===== src/rtl/alu_op_sequencer.sv =====
// -----------------------------------------------------------------------------
// alu_op_sequencer
//
// Issue side of the ALU interface. Each accepted request latches two operands,
// drives one one-hot ALU strobe for a fixed number of cycles, and then captures
// the ALU result (Chigh/Clow) into the Z registers. After the capture it pulses
// done for one cycle. MUL and DIV use LONG_LAT; every other legal opcode uses
// SHORT_LAT. An unmapped opcode never strobes the ALU. It completes right away
// with done and illegal both high.
//
// Ports
//   clock      : system clock, all state on the rising edge
//   clear      : synchronous active-high reset, priority over every other input
//   start      : request, sampled only while idle
//   opcode     : 5-bit CPU opcode, sampled with start
//   ra_data    : operand A, sampled with start
//   rb_data    : operand B, sampled with start
//   alu_chigh  : ALU high result
//   alu_clow   : ALU low result
//   alu_a      : latched operand A driven to the ALU
//   alu_b      : latched operand B driven to the ALU
//   op_sel     : one-hot ALU strobes, 13..0 =
//                IncPC,NOT,NEG,ROL,ROR,SHL,SHRA,SHR,OR,AND,DIV,MUL,SUB,ADD
//   z_high     : captured high result (updated only by MUL/DIV)
//   z_low      : captured low result
//   busy       : high in every state except IDLE
//   done       : one-cycle completion pulse
//   illegal    : high together with done when the opcode was unmapped
// -----------------------------------------------------------------------------
module alu_op_sequencer #(
  parameter int SHORT_LAT = 1,
  parameter int LONG_LAT  = 32
) (
  input  logic        clock,
  input  logic        clear,
  input  logic        start,
  input  logic [4:0]  opcode,
  input  logic [31:0] ra_data,
  input  logic [31:0] rb_data,
  input  logic [31:0] alu_chigh,
  input  logic [31:0] alu_clow,
  output logic [31:0] alu_a,
  output logic [31:0] alu_b,
  output logic [13:0] op_sel,
  output logic [31:0] z_high,
  output logic [31:0] z_low,
  output logic        busy,
  output logic        done,
  output logic        illegal
);

  // The counter is loaded with LAT-1 and counts down to zero. Its largest
  // value is therefore MAX_LAT-1.
  localparam int MAX_LAT = (SHORT_LAT > LONG_LAT) ? SHORT_LAT : LONG_LAT;
  localparam int CNT_W   = (MAX_LAT > 1) ? $clog2(MAX_LAT) : 1;

  localparam logic [CNT_W-1:0] SHORT_LOAD = CNT_W'(SHORT_LAT - 1);
  localparam logic [CNT_W-1:0] LONG_LOAD  = CNT_W'(LONG_LAT - 1);

  // FSM state encoding
  localparam logic [1:0] ST_IDLE = 2'd0;
  localparam logic [1:0] ST_EXEC = 2'd1;
  localparam logic [1:0] ST_DONE = 2'd2;

  // CPU opcode map
  localparam logic [4:0] OPC_ADD   = 5'b00011;
  localparam logic [4:0] OPC_SUB   = 5'b00100;
  localparam logic [4:0] OPC_SHR   = 5'b00101;
  localparam logic [4:0] OPC_SHRA  = 5'b00110;
  localparam logic [4:0] OPC_SHL   = 5'b00111;
  localparam logic [4:0] OPC_ROR   = 5'b01000;
  localparam logic [4:0] OPC_ROL   = 5'b01001;
  localparam logic [4:0] OPC_AND   = 5'b01010;
  localparam logic [4:0] OPC_OR    = 5'b01011;
  localparam logic [4:0] OPC_MUL   = 5'b01111;
  localparam logic [4:0] OPC_DIV   = 5'b10000;
  localparam logic [4:0] OPC_NEG   = 5'b10001;
  localparam logic [4:0] OPC_NOT   = 5'b10010;
  localparam logic [4:0] OPC_INCPC = 5'b11111;

  // Bit positions inside op_sel
  localparam int B_ADD   = 0;
  localparam int B_SUB   = 1;
  localparam int B_MUL   = 2;
  localparam int B_DIV   = 3;
  localparam int B_AND   = 4;
  localparam int B_OR    = 5;
  localparam int B_SHR   = 6;
  localparam int B_SHRA  = 7;
  localparam int B_SHL   = 8;
  localparam int B_ROR   = 9;
  localparam int B_ROL   = 10;
  localparam int B_NEG   = 11;
  localparam int B_NOT   = 12;
  localparam int B_INCPC = 13;

  logic [1:0]       state;
  logic [CNT_W-1:0] cnt;
  logic             illegal_q;
  logic [13:0]      decoded;
  logic             decoded_long;

  // Map an opcode to its one-hot strobe. An all-zero result marks the
  // opcode as unmapped.
  function automatic logic [13:0] decode_op(input logic [4:0] op);
    logic [13:0] sel;
    // NOTE: sel gets a default before the case, so every path assigns it.
    // Without this default, combinational use of the function would infer a latch.
    sel = '0;
    case (op)
      OPC_ADD:   sel[B_ADD]   = 1'b1;
      OPC_SUB:   sel[B_SUB]   = 1'b1;
      OPC_SHR:   sel[B_SHR]   = 1'b1;
      OPC_SHRA:  sel[B_SHRA]  = 1'b1;
      OPC_SHL:   sel[B_SHL]   = 1'b1;
      OPC_ROR:   sel[B_ROR]   = 1'b1;
      OPC_ROL:   sel[B_ROL]   = 1'b1;
      OPC_AND:   sel[B_AND]   = 1'b1;
      OPC_OR:    sel[B_OR]    = 1'b1;
      OPC_MUL:   sel[B_MUL]   = 1'b1;
      OPC_DIV:   sel[B_DIV]   = 1'b1;
      OPC_NEG:   sel[B_NEG]   = 1'b1;
      OPC_NOT:   sel[B_NOT]   = 1'b1;
      OPC_INCPC: sel[B_INCPC] = 1'b1;
      default:   sel          = '0;
    endcase
    return sel;
  endfunction

  always_comb begin
    decoded      = decode_op(opcode);
    decoded_long = decoded[B_MUL] | decoded[B_DIV];
  end

  // NOTE: all sequential state uses non-blocking assignments, so every
  // register samples pre-edge values. This keeps evaluation order irrelevant.
  always_ff @(posedge clock) begin
    if (clear) begin
      state     <= ST_IDLE;
      cnt       <= '0;
      alu_a     <= '0;
      alu_b     <= '0;
      op_sel    <= '0;
      z_high    <= '0;
      z_low     <= '0;
      illegal_q <= 1'b0;
    end else begin
      case (state)
        ST_IDLE: begin
          if (start) begin
            if (decoded != '0) begin
              alu_a  <= ra_data;
              alu_b  <= rb_data;
              op_sel <= decoded;
              cnt    <= decoded_long ? LONG_LOAD : SHORT_LOAD;
              state  <= ST_EXEC;
            end else begin
              // An unmapped opcode skips the ALU. The operands and the
              // Z registers keep their values.
              illegal_q <= 1'b1;
              state     <= ST_DONE;
            end
          end
        end

        ST_EXEC: begin
          if (cnt == '0) begin
            // This edge ends the last strobe cycle. Only MUL/DIV produce
            // a meaningful Chigh, so z_high is kept for every other op.
            z_low <= alu_clow;
            if (op_sel[B_MUL] | op_sel[B_DIV]) begin
              z_high <= alu_chigh;
            end
            op_sel <= '0;
            state  <= ST_DONE;
          end else begin
            cnt <= cnt - CNT_W'(1);
          end
        end

        ST_DONE: begin
          illegal_q <= 1'b0;
          state     <= ST_IDLE;
        end

        default: begin
          op_sel    <= '0;
          illegal_q <= 1'b0;
          state     <= ST_IDLE;
        end
      endcase
    end
  end

  // Status outputs are decoded from registered state, so they cannot glitch
  // on input changes.
  always_comb begin
    busy    = (state != ST_IDLE);
    done    = (state == ST_DONE);
    illegal = illegal_q;
  end

endmodule


===== config.mk =====
export PLATFORM = sky130hd
export DESIGN_NAME = alu_op_sequencer
export DESIGN_NICKNAME = d
export VERILOG_FILES = /design/src/rtl/alu_op_sequencer.sv
export SDC_FILE = /design/constraint.sdc
export NUM_CORES = 1
export LEC_CHECK = 0
export CELL_PAD_IN_SITES_DETAIL_PLACEMENT = 1
export CELL_PAD_IN_SITES_GLOBAL_PLACEMENT = 2
export CORE_ASPECT_RATIO = 0.9
export CORE_MARGIN = 2
export CORE_UTILIZATION = 20
export CTS_BUF_LIST = sky130_fd_sc_hd__clkbuf_8
export DETAILED_ROUTE_END_ITERATION = 8
export MAX_ROUTING_LAYER = met4
export PLACE_DENSITY = 0.82
export SKIP_LAST_GASP = 1
export SYNTH_ARGS = -nofsm -noshare
export SYNTH_HDL_FRONTEND = slang
export SYNTH_SLANG_ARGS = --single-unit

===== constraint.sdc =====
create_clock -name clock -period 1.92 [get_ports clock]
set_clock_uncertainty 0.2 [all_clocks]
set_input_delay 0.192 -clock clock [delete_from_list [all_inputs] [get_ports clock]]
set_output_delay 0.192 -clock clock [all_outputs]
set_load 0.02 [all_outputs]

==> flow_summary.ini <==
[critical_path]
r2r-start = cnt[1]
path_class = register to register
worstReg2RegEnd = z_high[12]
cp-startpoint = cnt[1]
critPathLaunchType = register
critPathMaxFanout = 8
arrival_ns = 2.08
worst_ep_required_time_ns = 2.08
end_kind = register
reg2reg_depth = 10
reg2reg_slack_ns = 0.002
endpoint = z_high[12]

[sta]
final-hold-violation-count = 0
setup_violations = 0
grt_setup_unrepaired = yes
fmax_mhz = 521
slew_headroom_pct = 60.1
finalSetupTns_ns = 0
slew_viol_final = 0
hold_slack_ns = 0.0924
fin_crit_sh_pct = 99.9
tightest_slew_ns = 0.598
period_needed_ns = 1.92

[cells_and_area]
final_cell_mix = clkdlybuf4s50_1, nand2_1, dfxtp_1
stdcell_count = 1338
syn_to_final_growth_pct = 76.1
layout_commonest_cell = clkdlybuf4s50_1
drive_gt1_share_pct = 12.7
fillers = 3161
final_nets = 1111
antenna_cells = 0

[clock_tree]
clkTransAtPathRegs_ns = 0.10
clockRootBuffer = clkbuf_8
cts_num_sinks = 150
cts-buffers-inserted = 17
clock_latency_ns = 0.43
cts.path.max_buffers = 2
htreeDepth = 4
cts_tree = built

[pwr]
p_total_mw = 7.93
vdd_ir_drop_max_uv = 377
p_leak_nw = 3.45
pwr_density_cell_mw_per_mm2 = 816

[routing]
antenna_left = 0
dr.first_iter.drc_count = 186
via_count = 5698
viasPerCell = 4.26
drt-wirelength-per-cell_um = 16.2
drc = 0
drt_wl_total_um = 21700
dr.pass1.iters = 4

[logic_synthesis]
netlist.area_leader.share_pct = 54.4
synth_area_leaders = dfxtp_1, nand2_1, a21oi_1, buf_6, a22o_1
post-synth-top-area-cell = dfxtp_1
ys_seq_elements = 150
synth_edf_count = 0
netlist_area_sq_mm = 0.00552
synth_cell_types = 41
ys.flop_type = dfxtp_1
yosysWarnings = 0
synthArstFlopShare_pct = 0
synth_area_per_cell_sq_um = 8.24
yosysSeqAreaShare_pct = 54.4
syn_nets = 808
synth_cells = 670

[floorplanning]
fp.dieW_um = 179
core_sq_mm = 0.0271
floorplan.rows = 57
die_h_um = 162
ios = 281
die_area_sq_mm = 0.0289
initial_utilization_pct = 20.4

[placed_design]
gp_congestion = 0.739
dp.final_hpwl_um = 14100
place.port_buffers = 280
placed_cells = 1292

[hold_path]
hold_class = input port to register

[global_route]
grt_max_degree = 54
grt_usage_pct = 13.8
grt_pass1_vias = 5759
antenna_found_initial = 0
grt-ovfl-total = 0
grt_pass1_wl_um = 30500

[job]
max-cap-violations = 0

[outcome]
run_status = complete, no violations
## synthesized netlist by cell type (2+ instances only)
cell and number:
a211oi_1 3, a21oi_1 131, a22o_1 10, a32o_1 5, and2_1 2, buf_2 15
buf_6 9, clkbuf_1 21, dfxtp_1 150, ha_1 2, inv_1 5, nand2_1 260
nand2b_1 2, nor2_1 12, nor2b_1 7, nor3_1 6, nor3_2 5, o21ai_1 2
## registers in the layout, indices dropped and copies added (netlist names)
| name | count |
|---|---|
| alu_a | 32 |
| alu_b | 32 |
| cnt | 5 |
| illegal | 1 |
| op_sel | 14 |
| state | 2 |
| z_high | 32 |
| z_low | 32 |
## worst min path at each step
stage                           start    endpoint  slack, ns  cells past startpoint
after floorplan            ra_data[0]    alu_a[0]       0.13                      2
after global placement      z_low[31]   z_low[31]       0.24                      2
after detailed placement   z_high[16]  z_high[16]       0.25                      2
after CTS                 rb_data[12]   alu_b[12]       0.05                      3
after global routing      rb_data[13]   alu_b[13]       0.07                      3
final                     rb_data[12]   alu_b[12]       0.09                      3
## stage by stage
stage,setup slack (ns),utilization (%),area [sq um]
6_report,0.00178,35.9,9720
5_1_grt,-0.0655,35.9,9720
4_1_cts,-0.00859,34.5,9350
3_5_place_dp,-0.537,32.7,8850
3_3_place_gp,-0.488,32.7,8850
2_1_floorplan,-0.0182,-,5530
## critical path, stage by stage (launching register included)
cell and delay, ns:
dfxtp_2 0.34, inv_2 0.05, ha_2 0.15, nor4b_4 0.18
buf_4 0.17, nand2_2 0.09, nor2_4 0.12, buf_12 0.14
clkbuf_16 0.15, nand2_1 0.09, a21oi_2 0.16
## per-layer routing
metal  routed length, um  up-vias  track usage (%)
li1                    -     2808                -
met1                9610     2701             16.8
met2               10200      177             22.2
met3                1650       12             4.78
met4                 187        0             2.82
met5                   0        -                -
## power by group
group | total (mW) | switching (mW) | internal (mW) | leakage, nW
Combinational | 1.53 | 0.751 | 0.783 | 1.99
Sequential | 3.35 | 0.0878 | 3.26 | 1.22
Clock | 3.05 | 1.25 | 1.80 | 0.243
Total | 7.93 | 2.09 | 5.84 | 3.45
## cells by family (layout without fill, tap and decap cells)
kind of cell               after synthesis  after routing  synth area share, %
buffers and inverters                   52            365                 5.17
and+or+nand+nor                        305            305                 23.4
DFF                                    150            150                 54.4
adders and majority gates                2              2                0.453
xor gates and xnor gates                 1              1                0.159
AOI/OAI and AO/OA                      160            161                 16.5
## layout make-up
| cell class | count | area (sq um) | share of cell area [%] |
|---|---|---|---|
| clock buffer | 17 | 234 | 2.41 |
| clock inverter | 13 | 256 | 2.64 |
| inverter | 5 | 18.8 | 0.193 |
| multi-input combinational | 469 | 2370 | 24.4 |
| sequential | 150 | 3010 | 30.9 |
| tap | 354 | 443 | 4.56 |
| timing repair buffer | 330 | 3390 | 34.9 |
## what timing repair did
action	4_1_cts	5_1_grt
endpoints found under the setup margin	15	142
pin swaps	0	19
buffers inserted	0	8
hold buffers	1	0
gates cloned	0	8
hold endpoints to repair	1	0
gates resized for setup	7	43
No activity file was read; power rests on OpenSTA's default activity.
